===== src/rtl/gen_row_sequencer.sv =====
// Multi-generation row sequencer for line_buffer: walks calc_row over the frame once per
// generation, supplies neighbour-row indices and edge flags, and ping-pongs the frame buffer.
module gen_row_sequencer #(
    parameter int ROWS  = 720,
    parameter int ROW_W = 10,
    parameter int GEN_W = 16
) (
    input  logic             clk,
    input  logic             rst_n,
    input  logic             start,
    input  logic [GEN_W-1:0] num_gens,
    input  logic             wrap_en,
    input  logic             pause,
    input  logic             abort,
    input  logic             row_ack,
    output logic             calc_flag,
    output logic [ROW_W-1:0] calc_row,
    output logic [ROW_W-1:0] row_above,
    output logic [ROW_W-1:0] row_below,
    output logic             top_edge,
    output logic             bottom_edge,
    output logic             buf_sel,
    output logic [GEN_W-1:0] gen_count,
    output logic             busy,
    output logic             done
);

    typedef enum logic [1:0] {IDLE, RUN, SWAP, FINISH} state_t;

    localparam logic [ROW_W-1:0] LAST = ROW_W'(ROWS - 1);

    state_t           state, state_n;
    logic [GEN_W-1:0] ng_q, ng_n, gen_n;
    logic             wrap_q, wrap_n;
    logic             flag_n, bsel_n, done_n, busy_n, top_n, bot_n;
    logic [ROW_W-1:0] row_n, above_n, below_n;

    always_comb begin
        state_n = state;
        ng_n    = ng_q;
        wrap_n  = wrap_q;
        flag_n  = 1'b0;
        row_n   = calc_row;
        gen_n   = gen_count;
        bsel_n  = buf_sel;
        above_n = '0;
        below_n = '0;
        top_n   = 1'b0;
        bot_n   = 1'b0;

        case (state)
            IDLE: begin
                row_n = '0;
                if (start) begin
                    ng_n   = num_gens;
                    wrap_n = wrap_en;
                    gen_n  = '0;
                    if (num_gens == '0) begin
                        state_n = FINISH;
                    end else begin
                        state_n = RUN;
                        flag_n  = !pause;
                    end
                end
            end
            RUN: begin
                // An ack while paused still retires the row that was already in flight.
                flag_n = !pause;
                if (row_ack) begin
                    if (calc_row == LAST) begin
                        state_n = SWAP;
                        flag_n  = 1'b0;
                        row_n   = '0;
                    end else begin
                        row_n = calc_row + 1'b1;
                    end
                end
            end
            SWAP: begin
                bsel_n = ~buf_sel;
                gen_n  = gen_count + 1'b1;
                row_n  = '0;
                if (gen_n == ng_q) begin
                    state_n = FINISH;
                end else begin
                    state_n = RUN;
                    flag_n  = !pause;
                end
            end
            default: begin
                state_n = IDLE;
                row_n   = '0;
            end
        endcase

        // Abort keeps the last completed buffer and count intact.
        if (abort && state != IDLE) begin
            state_n = IDLE;
            flag_n  = 1'b0;
            row_n   = '0;
            gen_n   = gen_count;
            bsel_n  = buf_sel;
        end

        done_n = (state_n == FINISH);
        busy_n = (state_n != IDLE);

        if (state_n == RUN || state_n == SWAP) begin
            if (wrap_n) begin
                above_n = (row_n == '0)  ? LAST : row_n - 1'b1;
                below_n = (row_n == LAST) ? '0  : row_n + 1'b1;
            end else begin
                above_n = (row_n == '0)  ? row_n : row_n - 1'b1;
                below_n = (row_n == LAST) ? row_n : row_n + 1'b1;
                top_n   = (row_n == '0);
                bot_n   = (row_n == LAST);
            end
        end
    end

    always_ff @(posedge clk or negedge rst_n) begin
        if (!rst_n) begin
            state       <= IDLE;
            ng_q        <= '0;
            wrap_q      <= 1'b0;
            calc_flag   <= 1'b0;
            calc_row    <= '0;
            row_above   <= '0;
            row_below   <= '0;
            top_edge    <= 1'b0;
            bottom_edge <= 1'b0;
            buf_sel     <= 1'b0;
            gen_count   <= '0;
            busy        <= 1'b0;
            done        <= 1'b0;
        end else begin
            state       <= state_n;
            ng_q        <= ng_n;
            wrap_q      <= wrap_n;
            calc_flag   <= flag_n;
            calc_row    <= row_n;
            row_above   <= above_n;
            row_below   <= below_n;
            top_edge    <= top_n;
            bottom_edge <= bot_n;
            buf_sel     <= bsel_n;
            gen_count   <= gen_n;
            busy        <= busy_n;
            done        <= done_n;
        end
    end

endmodule


===== config.mk =====
export PLATFORM = sky130hd
export DESIGN_NAME = gen_row_sequencer
export DESIGN_NICKNAME = d
export VERILOG_FILES = /design/src/rtl/gen_row_sequencer.sv
export SDC_FILE = /design/constraint.sdc
export NUM_CORES = 1
export LEC_CHECK = 0
export ABC_AREA = 1
export CAP_MARGIN = 20
export CORE_MARGIN = 4
export CORE_UTILIZATION = 50
export CTS_BUF_LIST = sky130_fd_sc_hd__clkbuf_2 sky130_fd_sc_hd__clkbuf_4 sky130_fd_sc_hd__clkbuf_8
export CTS_CLUSTER_DIAMETER = 200
export DETAILED_ROUTE_END_ITERATION = 10
export HOLD_SLACK_MARGIN = 0.12
export PLACE_DENSITY = 0.76
export SLEW_MARGIN = 20
export SYNTH_ARGS = -nofsm -noshare
export SYNTH_HDL_FRONTEND = slang
export SYNTH_SLANG_ARGS = --single-unit

===== constraint.sdc =====
create_clock -name clk -period 5.8 [get_ports clk]
set_input_delay 1.16 -clock clk [delete_from_list [all_inputs] [get_ports clk]]
set_output_delay 1.16 -clock clk [all_outputs]
set_load 0.005 [all_outputs]

* Word-level counts from Yosys, hierarchy flattened
Index checks and enable logic that the tools add are counted.
Storage, ports and cells: bits in registers 71, output and inout bits 52, word-level logic and storage cells 74
Operators by class: add/sub/neg operators 4, equality and inequality tests 9, mux-type cells 34, bitwise gates (word level) 2, reductions and logical operators 12
Operators by type and width (number):
- $mux W10 | 12
- $pmux W16 S2 | 1
- $add A10 B1 Y10 const B | 2
- $eq A10 B10 Y1 const B | 2
- $add A16 B1 Y16 const B | 1
- $eq A16 B16 Y1 | 1
- $logic_not A16 Y1 | 1
- $mux W16 | 1
- $mux W1 | 12
- $mux W2 | 6
- $logic_not A10 Y1 | 1
- $sub A10 B1 Y10 const B | 1
- $eq A2 B2 Y1 const B | 3
- $pmux W2 S3 | 1
- $reduce_bool A2 Y1 | 3
- $eq A2 B1 Y1 const B | 2
- $reduce_and A2 Y1 | 2
- $pmux W1 S3 | 1
- $reduce_and A3 Y1 | 1
- $logic_not A2 Y1 | 1
- $ne A2 B2 Y1 const B | 1
- $not A1 Y1 | 2
- $logic_and A1 B1 Y1 | 1
- $logic_not A1 Y1 | 1
- $logic_or A1 B1 Y1 | 1

* Logic depth before layout (Yosys ltp)
depth in word-level cells 9, mapped depth 21, mapped depth without buffers 21

* Least setup slack after synthesis
No wires, ideal clock.
path type input to register, from in row_ack, to reg row_below[0], arrival 2950 ps, slack 2707 ps, stages on the path 14, buffers on the path 0, cells stage by stage nand3_2 clkinv_2 nand4_4 nand3_1 inv_1 ha_1 inv_1 nor2_1 inv_1 nor2_2 nand4_4 ha_1 o21ai_0 a21oi_1
Between the ends: longest elaborated chain between the ends 7
Ends and longest elaborated chain:
- start: declaration | line 15 | input logic row_ack,
- $mux W10 * | line 69 | if (row_ack) begin
- $mux W10 * | line 51 | case (state)
- $mux W10 * | line 97 | if (abort && state != IDLE) begin
- named net row_n[0] | line 36 | logic [ROW_W-1:0] row_n, above_n, below_n;
- $add A10 B1 Y10 / $eq A10 B10 Y1 (equally long branches) | line 111, 114
- $mux W10 (on tied branches) | line 114, 111
- $mux W10 * | line 109 | if (wrap_n) begin
- $mux W10 * | line 108 | if (state_n == RUN || state_n == SWAP) begin
- named net below_n[0] | line 36
- end signal: assignment | line 143 | row_below <= below_n;
- end: declaration | line 19 | output logic [ROW_W-1:0] row_below,
Mark *: on every way through the listed nets, which the timed path passes. The rest lies on a longest branch. A chain may end at the register's enable or synchronous reset.

* Worst setup path after layout
Ends and elaborated chain as after synthesis.

==> results_dict.tcl <==
set metrics [dict create \
    synth.distinct_cells 42 \
    clock_sinks 71 \
    syn_to_final_growth_pct 25.25 \
    core-area_sq_mm 0.008175 \
    diodes 0 \
    finalNetCount 645 \
    setup_tns_ps 0 \
    ys_seq_area_share_pct 42.59 \
    ys.flop_type "dfrtp_1" \
    cp-end-kind "flop" \
    port_buffers 74 \
    intPower_w 0.001070 \
    period_share_pct 62.95 \
    synth_top_area_share_pct 42.59 \
    drive_above_1_share_pct 10.36 \
    drt-initial-drc-count 189 \
    antenna_found_initial 0 \
    holdBufCountCts 0 \
    cp.required_ps 6000 \
    cts_max_level 3 \
    syn_area_sq_mm 0.004172 \
    routedWlPerCell_um 14.88 \
    power_switching_w 0.0005575 \
    synth-edff-count 0 \
    via_per_inst 5.333 \
    initial_core_util_pct 51.03 \
    postCtsSetupBuffers 0 \
    ys_ff_latch 71 \
    total_leakage_power_nw 2.480 \
    fin_util_pct 63.91 \
    dieArea_sq_mm 0.009868 \
    pwr-share-clk_pct 24.8 \
    hp-class "flop to flop" \
    clock_latency_ps 340 \
    grt_start_max_net_pins 72 \
    status "completed" \
    finalSetupViolations 0 \
    cp-start-kind "input port" \
    ant_nets 0 \
    via_count 3856 \
    combPwrFrac_pct 34.3 \
    netlist_top_cells_area "dfrtp_1 43%, nand2_1 11%, nor2_1 6.6%" \
    cts_resized 0 \
    rsz0062_at_grt "false" \
    drt_first_pass_iters 4 \
    die_h_um 99.34 \
    drv_cap 0 \
    ys_warn_count 0 \
    rows 33 \
    io_pins 75 \
    swShare_pct 34.25 \
    seqPwrFrac_pct 40.9 \
    crit_type "input port to flop" \
    finalClockSkew_ps 6.917 \
    die_w_um 99.34 \
    cp_max_fo 8 \
    clockRootBuffer "clkbuf_8" \
    grt_pass1_wl_mm 17.97 \
    gr-total-overflow 0 \
    vdd_ir_drop_max_mv 0.1805 \
    async_flop_share_pct 100.0 \
    final_cell_mix "127 x nand2_1, 73 x nor2_1, 73 x clkdlybuf4s50_1" \
    postSynthAreaPerCell_sq_um 7.841 \
    max_freq_ghz 0.2739 \
    mostFrequentLayoutCell "nand2_1" \
    cts_buffers 9 \
    routed_wl_mm 10.76 \
    worstMarginPinSlew_ps 878.9 \
    cts_max_path_buffers 2 \
    cp.arrival_ps 3850 \
    powerDensity_mw_per_mm2 311.5 \
    grt_pass1_vias 3919 \
    cts_tree "done" \
    drc_errors 0 \
    syn-num-nets 564 \
    syn_inst 532 \
    min_period_ps 3651 \
    slew_headroom_pct 41.40 \
    post-synth-top-area-cell "dfrtp_1" \
    slew_viol_final 0 \
    track_usage_pct 22.80 \
    path_clk_slew_ps 80 \
    place.detailed.hpwl_mm 8.231 \
    globalplace.congestion 0.9645 \
    hold_violations 0 \
]
## metrics by stage
stage	area [sq um]	hold WS (ps)	worst slack (ps)	total power, W	cells
floorplan	4172	456.2	2707	0.001018	532
global placement	5027	458.4	1935	0.001218	707
detailed placement	5027	463.8	1812	0.001232	707
CTS	5225	478.9	2175	0.001638	723
global route	5225	509.5	1971	0.001739	723
finish	5225	482.0	2149	0.001628	723
## worst max-delay path: stages
cell	delay [ps]
clkdlybuf4s50_1	510
nand3_2	160
clkinv_2	100
nand4_4	180
nand3_1	260
inv_1	230
ha_1	170
inv_1	50
nor2_1	90
inv_1	70
nor2_2	260
nand4_4	160
ha_1	210
o21ai_0	170
a21oi_1	60
## layer usage
| metal | vias up | GRT usage [%] | wire length [um] |
|---|---|---|---|
| met1 | 1815 | 25.77 | 4336 |
| met4 | 0 | 13.24 | 432 |
| met5 | - | 0 | 0 |
| met3 | 37 | 4.558 | 456 |
| met2 | 118 | 39.82 | 5532 |
| li1 | 1886 | - | - |
## Yosys cell counts (8+ instances only)
library cell,number
nand2_1,127
nor2_1,73
dfrtp_1,71
inv_1,65
nand3_1,46
a21oi_1,18
xor2_1,15
o21ai_0,13
o22ai_1,12
ha_1,9
nand4_1,9
mux2_2,8
## sequential cells by signal (all words and copies together), names as in the netlist
| register | cells |
|---|---|
| ng_q | 16 |
| wrap_q | 1 |
| row_below | 10 |
| calc_flag | 1 |
| bottom_edge | 1 |
| top_edge | 1 |
| gen_count | 16 |
| busy | 1 |
| calc_row | 10 |
| buf_sel | 1 |
| row_above | 10 |
| state | 2 |
| done | 1 |
## kinds of logic (layout without fill, tap and decap cells)
family                     count (synthesis)  in the layout  synth area share [%]
DFF                                       71             71                 42.59
AOI/OAI and AO/OA                         50             50                 6.659
buffers and inverters                     78            164                 7.198
xor gates and xnor gates                  17             17                 3.899
and+or+nand+nor                          299            299                 34.79
adders and majority gates                  9              9                 2.700
muxes                                      8              8                 2.160
## path summary, 6_finish.rpt
path	from	end	cells after the start	slack [ps]
setup / recovery	row_ack	row_below[0]$_DFF_PN0_	15	2150
setup reg to reg	gen_count[0]$_DFFE_PN0P_	row_below[1]$_DFF_PN0_	19	2470
hold / removal	buf_sel$_DFFE_PN0P_	buf_sel$_DFFE_PN0P_	1	480
hold reg to reg	buf_sel$_DFFE_PN0P_	buf_sel$_DFFE_PN0P_	1	480
min in group asynchronous	rst_n	ng_q[1]$_DFFE_PN0P_	2	1010
max in group asynchronous	rst_n	busy$_DFF_PN0_	2	4210
## final cells by class
class | instances | area (sq um)
repair buffers | 76 | 750.7
flip-flops and latches | 71 | 1777
fillers | 709 | 2950
inverters | 72 | 274.0
clock inverters | 4 | 45.04
clock buffers | 12 | 152.6
multi-input cells | 383 | 2095
well taps | 105 | 131.4
## power by group through the flow
stage,sequential [W],clock [W],combinational [W]
after floorplan,0.000662,0,0.000356
after global placement,0.000671,0,0.000547
after detailed placement,0.000674,0,0.000558
after CTS,0.000666,0.000410,0.000563
after global routing,0.000677,0.000432,0.000630
final,0.000665,0.000404,0.000558
Power figures use the tool's default switching activity.
